--- config.mk ---
export PLATFORM = sky130hd
export DESIGN_NAME = board_input_conditioner
export DESIGN_NICKNAME = d
export VERILOG_FILES = /design/src/rtl/board_input_conditioner_pkg.sv /design/src/rtl/board_input_conditioner_debounce_bit.sv /design/src/rtl/board_input_conditioner.sv
export SDC_FILE = /design/constraint.sdc
export NUM_CORES = 1
export LEC_CHECK = 0
export BUFFER_PORTS_ARGS = -buffer_cell sky130_fd_sc_hd__buf_2
export CORE_ASPECT_RATIO = 0.9
export CORE_MARGIN = 2
export CORE_UTILIZATION = 30
export CTS_CLUSTER_DIAMETER = 150
export DETAILED_ROUTE_END_ITERATION = 16
export GPL_TIMING_DRIVEN = 0
export MAX_ROUTING_LAYER = met4
export SYNTH_ARGS = -nofsm -noshare
export SYNTH_HDL_FRONTEND = slang
export SYNTH_SLANG_ARGS = --single-unit
--- constraint.sdc ---
create_clock -name clk_board -period 4 [get_ports clk_board]
set_clock_uncertainty 0.2 [all_clocks]
set_input_delay 0.6 -clock clk_board [delete_from_list [all_inputs] [get_ports clk_board]]
set_output_delay 0.6 -clock clk_board [all_outputs]
set_load 0.01 [all_outputs]
--- src/rtl/board_input_conditioner_pkg.sv ---
// rtl/board_input_conditioner_pkg.sv - shared board constants for the input conditioner
// Purpose : default debounce length and switch-bank width, bit positions of the
//           conditioned inputs inside the internal raw/stable vectors, and the
//           debounce counter width helper.
// Ports   : none (package).
package board_input_conditioner_pkg;

   // 10 ms at 100 MHz
   localparam int unsigned DEBOUNCE_CYCLES_DEF = 1000000;
   localparam int unsigned N_SW_DEF            = 10;

   // Layout of the internal per-bit vector: stop, debug view, then the switch bank.
   localparam int unsigned BIT_STOP     = 0;
   localparam int unsigned BIT_DEBUG_DM = 1;
   localparam int unsigned BIT_SW_BASE  = 2;
   localparam int unsigned N_EXTRA_BITS = 2;

   // Counter must hold 0..cycles-1; never narrower than one bit.
   function automatic int unsigned cnt_width(input int unsigned cycles);
      return (cycles < 2) ? 1 : $clog2(cycles);
   endfunction

endpackage

--- src/rtl/board_input_conditioner_debounce_bit.sv ---
// rtl/board_input_conditioner_debounce_bit.sv - one-bit synchronizer + debounce counter
// Purpose : brings one raw asynchronous input into clk_i through two flops and
//           only accepts a new level after it has held for DEBOUNCE_CYCLES cycles.
// Ports   : clk_i    - clock, rising edge
//           rst_ni   - asynchronous active-low reset
//           raw_i    - raw asynchronous input
//           stable_o - debounced level (register output)
module debounce_bit
   import board_input_conditioner_pkg::*;
#(
   parameter int unsigned DEBOUNCE_CYCLES = DEBOUNCE_CYCLES_DEF
) (
   input  logic clk_i,
   input  logic rst_ni,
   input  logic raw_i,
   output logic stable_o
);

   localparam int unsigned     CW       = cnt_width(DEBOUNCE_CYCLES);
   localparam logic [CW-1:0]   CNT_LAST = CW'(DEBOUNCE_CYCLES - 1);

   logic          sync1_q;
   logic          sync2_q;
   logic          stable_q, stable_d;
   logic [CW-1:0] cnt_q, cnt_d;

   // Any agreement clears the count, so a bounce restarts the full wait.
   // On the last count the new level is taken and the count clears together.
   always_comb begin
      stable_d = stable_q;
      cnt_d    = '0;
      if (sync2_q != stable_q) begin
         if (cnt_q == CNT_LAST) begin
            stable_d = sync2_q;
         end else begin
            cnt_d = cnt_q + 1'b1;
         end
      end
   end

   always_ff @(posedge clk_i or negedge rst_ni) begin
      if (!rst_ni) begin
         sync1_q  <= 1'b0;
         sync2_q  <= 1'b0;
         stable_q <= 1'b0;
         cnt_q    <= '0;
      end else begin
         sync1_q  <= raw_i;
         sync2_q  <= sync1_q;
         stable_q <= stable_d;
         cnt_q    <= cnt_d;
      end
   end

   assign stable_o = stable_q;

endmodule

--- src/rtl/board_input_conditioner.sv ---
// rtl/board_input_conditioner.sv - debounce of stop button, debug switch and switch bank
// Purpose : every raw board input gets its own debounce_bit; the stop level
//           also yields a rising-edge pulse and the switch bank a change pulse.
// Ports   : clk_board      - board clock, rising edge
//           rst_n          - asynchronous active-low reset
//           stop_raw       - raw stop push-button
//           debug_dm_raw   - raw data-memory debug-view switch
//           switch_raw     - raw slide switches [N_SW]
//           stop           - debounced stop level
//           stop_rise      - one-cycle pulse on debounced stop 0->1
//           debug_dm       - debounced debug-view level
//           switch_out     - debounced switch levels [N_SW]
//           switch_changed - one-cycle pulse when any switch_out bit changes
module board_input_conditioner
   import board_input_conditioner_pkg::*;
#(
   parameter int unsigned DEBOUNCE_CYCLES = DEBOUNCE_CYCLES_DEF,
   parameter int unsigned N_SW            = N_SW_DEF
) (
   input  logic            clk_board,
   input  logic            rst_n,
   input  logic            stop_raw,
   input  logic            debug_dm_raw,
   input  logic [N_SW-1:0] switch_raw,
   output logic            stop,
   output logic            stop_rise,
   output logic            debug_dm,
   output logic [N_SW-1:0] switch_out,
   output logic            switch_changed
);

   localparam int unsigned NB = N_SW + N_EXTRA_BITS;

   logic [NB-1:0]   raw_vec;
   logic [NB-1:0]   stable_vec;
   logic            stop_prev_q;
   logic [N_SW-1:0] sw_prev_q;

   assign raw_vec[BIT_STOP]              = stop_raw;
   assign raw_vec[BIT_DEBUG_DM]          = debug_dm_raw;
   assign raw_vec[BIT_SW_BASE +: N_SW]   = switch_raw;

   for (genvar i = 0; i < NB; i++) begin : g_bit
      debounce_bit #(
         .DEBOUNCE_CYCLES(DEBOUNCE_CYCLES)
      ) u_debounce_bit (
         .clk_i   (clk_board),
         .rst_ni  (rst_n),
         .raw_i   (raw_vec[i]),
         .stable_o(stable_vec[i])
      );
   end

   assign stop       = stable_vec[BIT_STOP];
   assign debug_dm   = stable_vec[BIT_DEBUG_DM];
   assign switch_out = stable_vec[BIT_SW_BASE +: N_SW];

   // Previous values reset to the same 0 as the stable registers, so neither
   // reset assertion nor release can create a pulse.
   always_ff @(posedge clk_board or negedge rst_n) begin
      if (!rst_n) begin
         stop_prev_q <= 1'b0;
         sw_prev_q   <= '0;
      end else begin
         stop_prev_q <= stop;
         sw_prev_q   <= switch_out;
      end
   end

   assign stop_rise      = stop & ~stop_prev_q;
   assign switch_changed = |(switch_out ^ sw_prev_q);

endmodule

After elaboration in Yosys (flattened, before gate mapping)
Cells that the tools add are included.

operators by class
  add/subtract/negate cells = 12
  reductions and logical operators = 13
  eq/ne operators = 24
  multiplexer cells = 24
  bitwise gates (word level) = 3

operators by type and width
  cell                                            number
  2-to-1 mux 20 bit                               24
  adder 20 x 1 -> 20 bit (second input constant)  12
  == test 20 bit (second input constant)          12
  AND reduction 2 bit                             12
  inequality test 1 bit                           12
  OR reduction 10 bit                             1
  bitwise XOR 10 bit                              1
  bitwise AND 1 bit                               1
  inverter 1 bit                                  1

word-level totals
  input port bits = 14
  bits in registers = 287
  output and inout port bits = 14

Logic depth before layout (Yosys ltp)
  depth after elaboration = 3
  depth in mapped cells = 6
  gate-level depth less buffers = 5

By module
A second synthesis with hierarchy kept.

second synthesis, totals
  cell total of the unflattened synthesis = 1345
  area total of the unflattened synthesis = 13690.6 µm²

modules (own cells, without submodules)
  module                   seq. area each (µm²)  area each (µm²)  times used  cells each
  debounce_bit             575.6                 1108.6           12          110
  board_input_conditioner  275.3                 387.9            1           25

Worst setup path before layout
No wires, ideal clock.

  kind = flip-flop to flip-flop
  start point = reg g_bit[4].u_debounce_bit.cnt_q[12]
  end point = reg g_bit[4].u_debounce_bit.cnt_q[8]
  buffers on the path = 1
  required time = 3.681 ns
  arrival = 1.920 ns
  setup slack = 1.761 ns
  library setup time = 0.119 ns
  stages on the path, launching flop included = 6
  period minus slack after synthesis = 2.239 ns
  path through = dfrtp_1 > or4b_1 > or4_4 > o21ai_4 > buf_4 > nor2_1

on the way
  cells in the longest elaborated chain, start to end = 3

RTL lines
  what                                        line                                        text
  from (decl)                                 board_input_conditioner_debounce_bit.sv:25  logic [CW-1:0] cnt_q, cnt_d;
  from (signal assigned)                      board_input_conditioner_debounce_bit.sv:51  cnt_q <= cnt_d;
  == test 20 bit                              board_input_conditioner_debounce_bit.sv:33  if (cnt_q == CNT_LAST) begin
  2-to-1 mux 20 bit                           board_input_conditioner_debounce_bit.sv:33
  2-to-1 mux 20 bit                           board_input_conditioner_debounce_bit.sv:32  if (sync2_q != stable_q) begin
  named net g_bit[4].u_debounce_bit.cnt_d[8]  board_input_conditioner_debounce_bit.sv:25

The timed path passes the listed nets, and every way through them passes these cells.
A chain may end at the register's enable or synchronous reset.

Worst setup path in the final report
  start point = reg g_bit[5].u_debounce_bit.stable_q
  end point = out switch_changed

on the way
  cells in the longest elaborated chain, start to end = 2

RTL lines
  what                    line                                        text
  from (decl)             board_input_conditioner_debounce_bit.sv:24  logic stable_q, stable_d;
  from (signal assigned)  board_input_conditioner_debounce_bit.sv:50  stable_q <= stable_d;
  bitwise XOR 10 bit      board_input_conditioner.sv:71               assign switch_changed = |(switch_out ^ sw_prev_q);
  OR reduction 10 bit     board_input_conditioner.sv:71
  to (decl)               board_input_conditioner.sv:29               output logic switch_changed

Every way passes these cells.

==> qor.csv <==
stage,metric,value,unit
floorplan,Ports,28,
synthesis,most frequent cells after synthesis,"287 x dfrtp_1, 175 x nor2_1, 96 x xnor2_1, 93 x nand3_1, 77 x nand2_1",
critical_path,CP startpoint,g_bit[5].u_debounce_bit.stable_o,
clock_network,CTS tree,built,
finish,Layout Utilization,0.351,
power_and_ir_drop,total power,6.19,mW
global_routing,global-route wire length before repair,47100,µm
drt,"antenna viol nets, final",0,
critical_path,crit-path max cell delay,0.53,ns
timing,Max-slew headroom,0.447,
synthesis,Seq cells post-synth,287,
global_routing,pin count of the biggest net entering global routing,125,
critical_path,RR Startpoint,g_bit[1].u_debounce_bit.cnt_q[0],
floorplan,Die W,229,µm
power_and_ir_drop,cell leakage power,6.30,nW
clock_network,clock tree buffer depth,3,
critical_path,worst reg2reg path depth,6,
synthesis,synth top area cells,"dfrtp_1 52%, xnor2_1 6.1%, nor2_1 4.8%, xor2_1 4.4%, nand3_1 3.4%",
critical_path,CP startpoint kind,flip-flop,
drt,DR vias,10100,
timing,Final setup violation count,0,
clock_network,Skew-Pair Late Insertion Delay,0.57,ns
critical_path,crit path kind,flip-flop to output pin,
synthesis,mux cell area share after synthesis,0.00987,
synthesis,leading area contributor after synthesis,dfrtp_1,
clock_network,Post-CTS Setup Inserts,0,
synthesis,average size of a mapped cell,10.0,µm²
clock_network,total CTS buffers,30,
finish,Synth-to-Final Area Change,15.8,%
critical_path,WP data arrival,2.18,ns
timing,Final Critical Period,2.98,ns
global_routing,GRT Residual Overflow,0,
power_and_ir_drop,pwr dens,390,mW/mm²
placement,PortBufs,27,
global_routing,vias in the first global route,9917,
synthesis,number of enable flip-flop cells after synthesis,0,
synthesis,register area share after synthesis,0.525,
critical_path,r2r endpoint,g_bit[1].u_debounce_bit.cnt_q[6],
timing,Max Slew Vio Count,0,
floorplan,Vert. Die Dim,207,µm
min_path,HP Start,g_bit[5].u_debounce_bit.sync1_q,
clock_network,CTS Sinks,287,
placement,global placement routability congestion,0.804,
global_routing,All-Layer GR Usage,0.119,
min_path,hold path cells,0,
global_routing,initial antenna violation count,0,
drt,drt first pass iters,5,
critical_path,worst-path maximum fanout,5,
critical_path,"Req. time, crit path",3.20,ns
synthesis,Synthesized Nets,1395,
finish,Nets,1469,
floorplan,core area,0.0452,mm²
critical_path,Worst Setup End Kind,output pin,
run,maxcap violations,0,
synthesis,synthesized cell area,0.0137,mm²
synthesis,Mapped Cells,1369,
floorplan,Core Rows,74,
timing,FMAX,335,MHz
placement,post-DP HPWL,17800,µm
synthesis,Synth Area in Simple Gates,0.250,
critical_path,crit path cell chain,xor2_1 -> nor4_1 -> nand4_1 -> buf_2,
synthesis,most common cell in the netlist,dfrtp_1,
timing,Slew @ Worst Pin,0.825,ns
drt,DR WL/cell,12.9,µm
synthesis,area fraction of the dominant cell type after synthesis,0.525,
critical_path,R2R Setup Slk,1.42,ns
timing,Tcrit/Tclk final,0.746,
floorplan,Initial Util,0.303,
min_path,Hold EP,g_bit[5].u_debounce_bit.sync2_q,
clock_network,post-CTS sizing,0,
finish,Diodes inserted,0,
clock_network,CTS H-tree lvls,1,
drt,initial drt markers,644,
finish,fillers,4602,
run_status,status,completed,
synthesis,Yosys cell types,46,
drt,vias per cell,4.86,
finish,layout cells sized above 1,0.0914,
synthesis,commonest register cell after synthesis,dfrtp_1,
drt,WL final,26700,µm
timing,RSZ-0062 raised after global routing,false,
min_path,Hold Crit Class,flip-flop to flip-flop,
power_and_ir_drop,VDD IR max,0.268,mV
drt,Post-route DRC,0,
timing,Final Hold Fails,0,
placement,dpl ws,1.36,ns
synthesis,Post-synth ARST share,1.00,
critical_path,CP max stage cell,nor4_1,
synthesis,Post-Synth Adder-Cell Area,0.0110,
floorplan,DIE AREA,0.0473,mm²
synthesis,Synth Area in Compound Gates,0.0700,
clock_network,clock slew at reported path FFs,0.06,ns
timing,worst setup margin,1.02,ns
synthesis,largest family of logic cells by synthesized area,simple AND/OR/NAND/NOR gates,
clock_network,clk root buf,clkbuf_16,
synthesis,Synthesis Warnings,0,
synthesis,XOR/XNOR Fraction of Synth Area,0.106,
-- metrics by stage --
step                hold slack [ns]  instance area [µm²]  TNS, ns  instances
floorplan                     0.104                13700        0       1369
global placement              0.133                14600  -954.17       2004
detailed placement            0.136                14600        0       2006
CTS                           0.133                15900        0       2074
global route                  0.146                15900        0       2074
finish                        0.135                15900        0       2074
-- layer usage --
layer / up-vias / routed length [µm] / track usage
li1: 5001 / - / -
met1: 4947 / 13500 / 0.162
met2: 108 / 12000 / 0.187
met3: 31 / 805 / 0.0202
met4: 0 / 415 / 0.0246
met5: - / 0 / -
-- cell type report --
class                      instances  area [µm²]  share of cell area
clock buffer                      44         873              0.0551
timing repair buffer              42         330              0.0208
sequential                       287        7180               0.453
tap                              608         761              0.0480
multi-input combinational        993        6120               0.386
inverter                          41         154             0.00971
buffer                            48         234              0.0148
clock inverter                    11         201              0.0127
-- cell families (layout without fill, tap and decap cells) --
group | Yosys count | in the layout
AND/OR/NAND/NOR | 646 | 646
multiplexers | 12 | 12
XOR/XNOR | 165 | 165
adder cells (fa/ha/maj) | 12 | 12
AO/OA/AOI/OAI | 158 | 158
flip-flops | 287 | 287
buffers and inverters | 89 | 186
-- cell usage in the layout, fill, tap and decap left out, types with 5 or more instances in the layout --
| cell | instances |
|---|---|
| dfrtp_1 | 287 |
| nor2_1 | 175 |
| xnor2_1 | 96 |
| nand3_1 | 93 |
| nand2_1 | 77 |
| a21oi_1 | 73 |
| xor2_1 | 69 |
| nand4_1 | 47 |
| o21ai_0 | 46 |
| or3_1 | 44 |
| or4_1 | 41 |
| inv_1 | 41 |
| nor3_1 | 39 |
| nor4_1 | 37 |
| clkbuf_1 | 35 |
| buf_2 | 33 |
| clkbuf_16 | 30 |
| o31ai_1 | 29 |
| and3_1 | 24 |
| dlygate4sd3_1 | 13 |
| buf_4 | 12 |
| mux2_2 | 12 |
| ha_1 | 12 |
| and2_1 | 10 |
| nand4b_1 | 10 |
| or2_2 | 10 |
| and4_1 | 8 |
| clkbuf_8 | 7 |
| bufinv_16 | 5 |
-- how the worst max path moves through the flow --
stage | end | slack [ns] | depth (start not counted)
after floorplan | g_bit[4].u_debounce_bit.cnt_q[8] | 1.76 | 5
after global placement | g_bit[4].u_debounce_bit.cnt_q[2] | -3.37 | 1
after detailed placement | g_bit[1].u_debounce_bit.cnt_q[10] | 1.36 | 6
after CTS | switch_changed | 0.91 | 4
after global routing | switch_changed | 0.87 | 4
final | switch_changed | 1.02 | 4
-- power by group --
group          leakage, nW  switching [mW]  total (mW)  internal [mW]
clock network        0.510            1.18        3.01           1.83
logic                 1.86           0.133       0.194         0.0608
registers             3.92          0.0400        2.98           2.94
-- worst max-delay path, delay by kind of cell (launching register included) --
family	cells	cell delay (ns)
and+or+nand+nor	2	0.76
xor gates and xnor gates	1	0.22
DFF	1	0.43
buffers and inverters	1	0.19
-- what timing repair did --
action                                 CTS  global route
setup endpoints to repair                0             0
endpoints found under the hold margin   93             0
hold buffers                            13             0
-- flip-flops by register name, indices dropped and copies added, names as in the netlist --
name and count:
stop_prev_q 1, g_bit.u_debounce_bit.cnt_q 240, g_bit.u_debounce_bit.sync2_q 12, g_bit.u_debounce_bit.stable_o 12, g_bit.u_debounce_bit.sync1_q 12, sw_prev_q 10
Note: power is estimated with default switching activity, not from simulation.
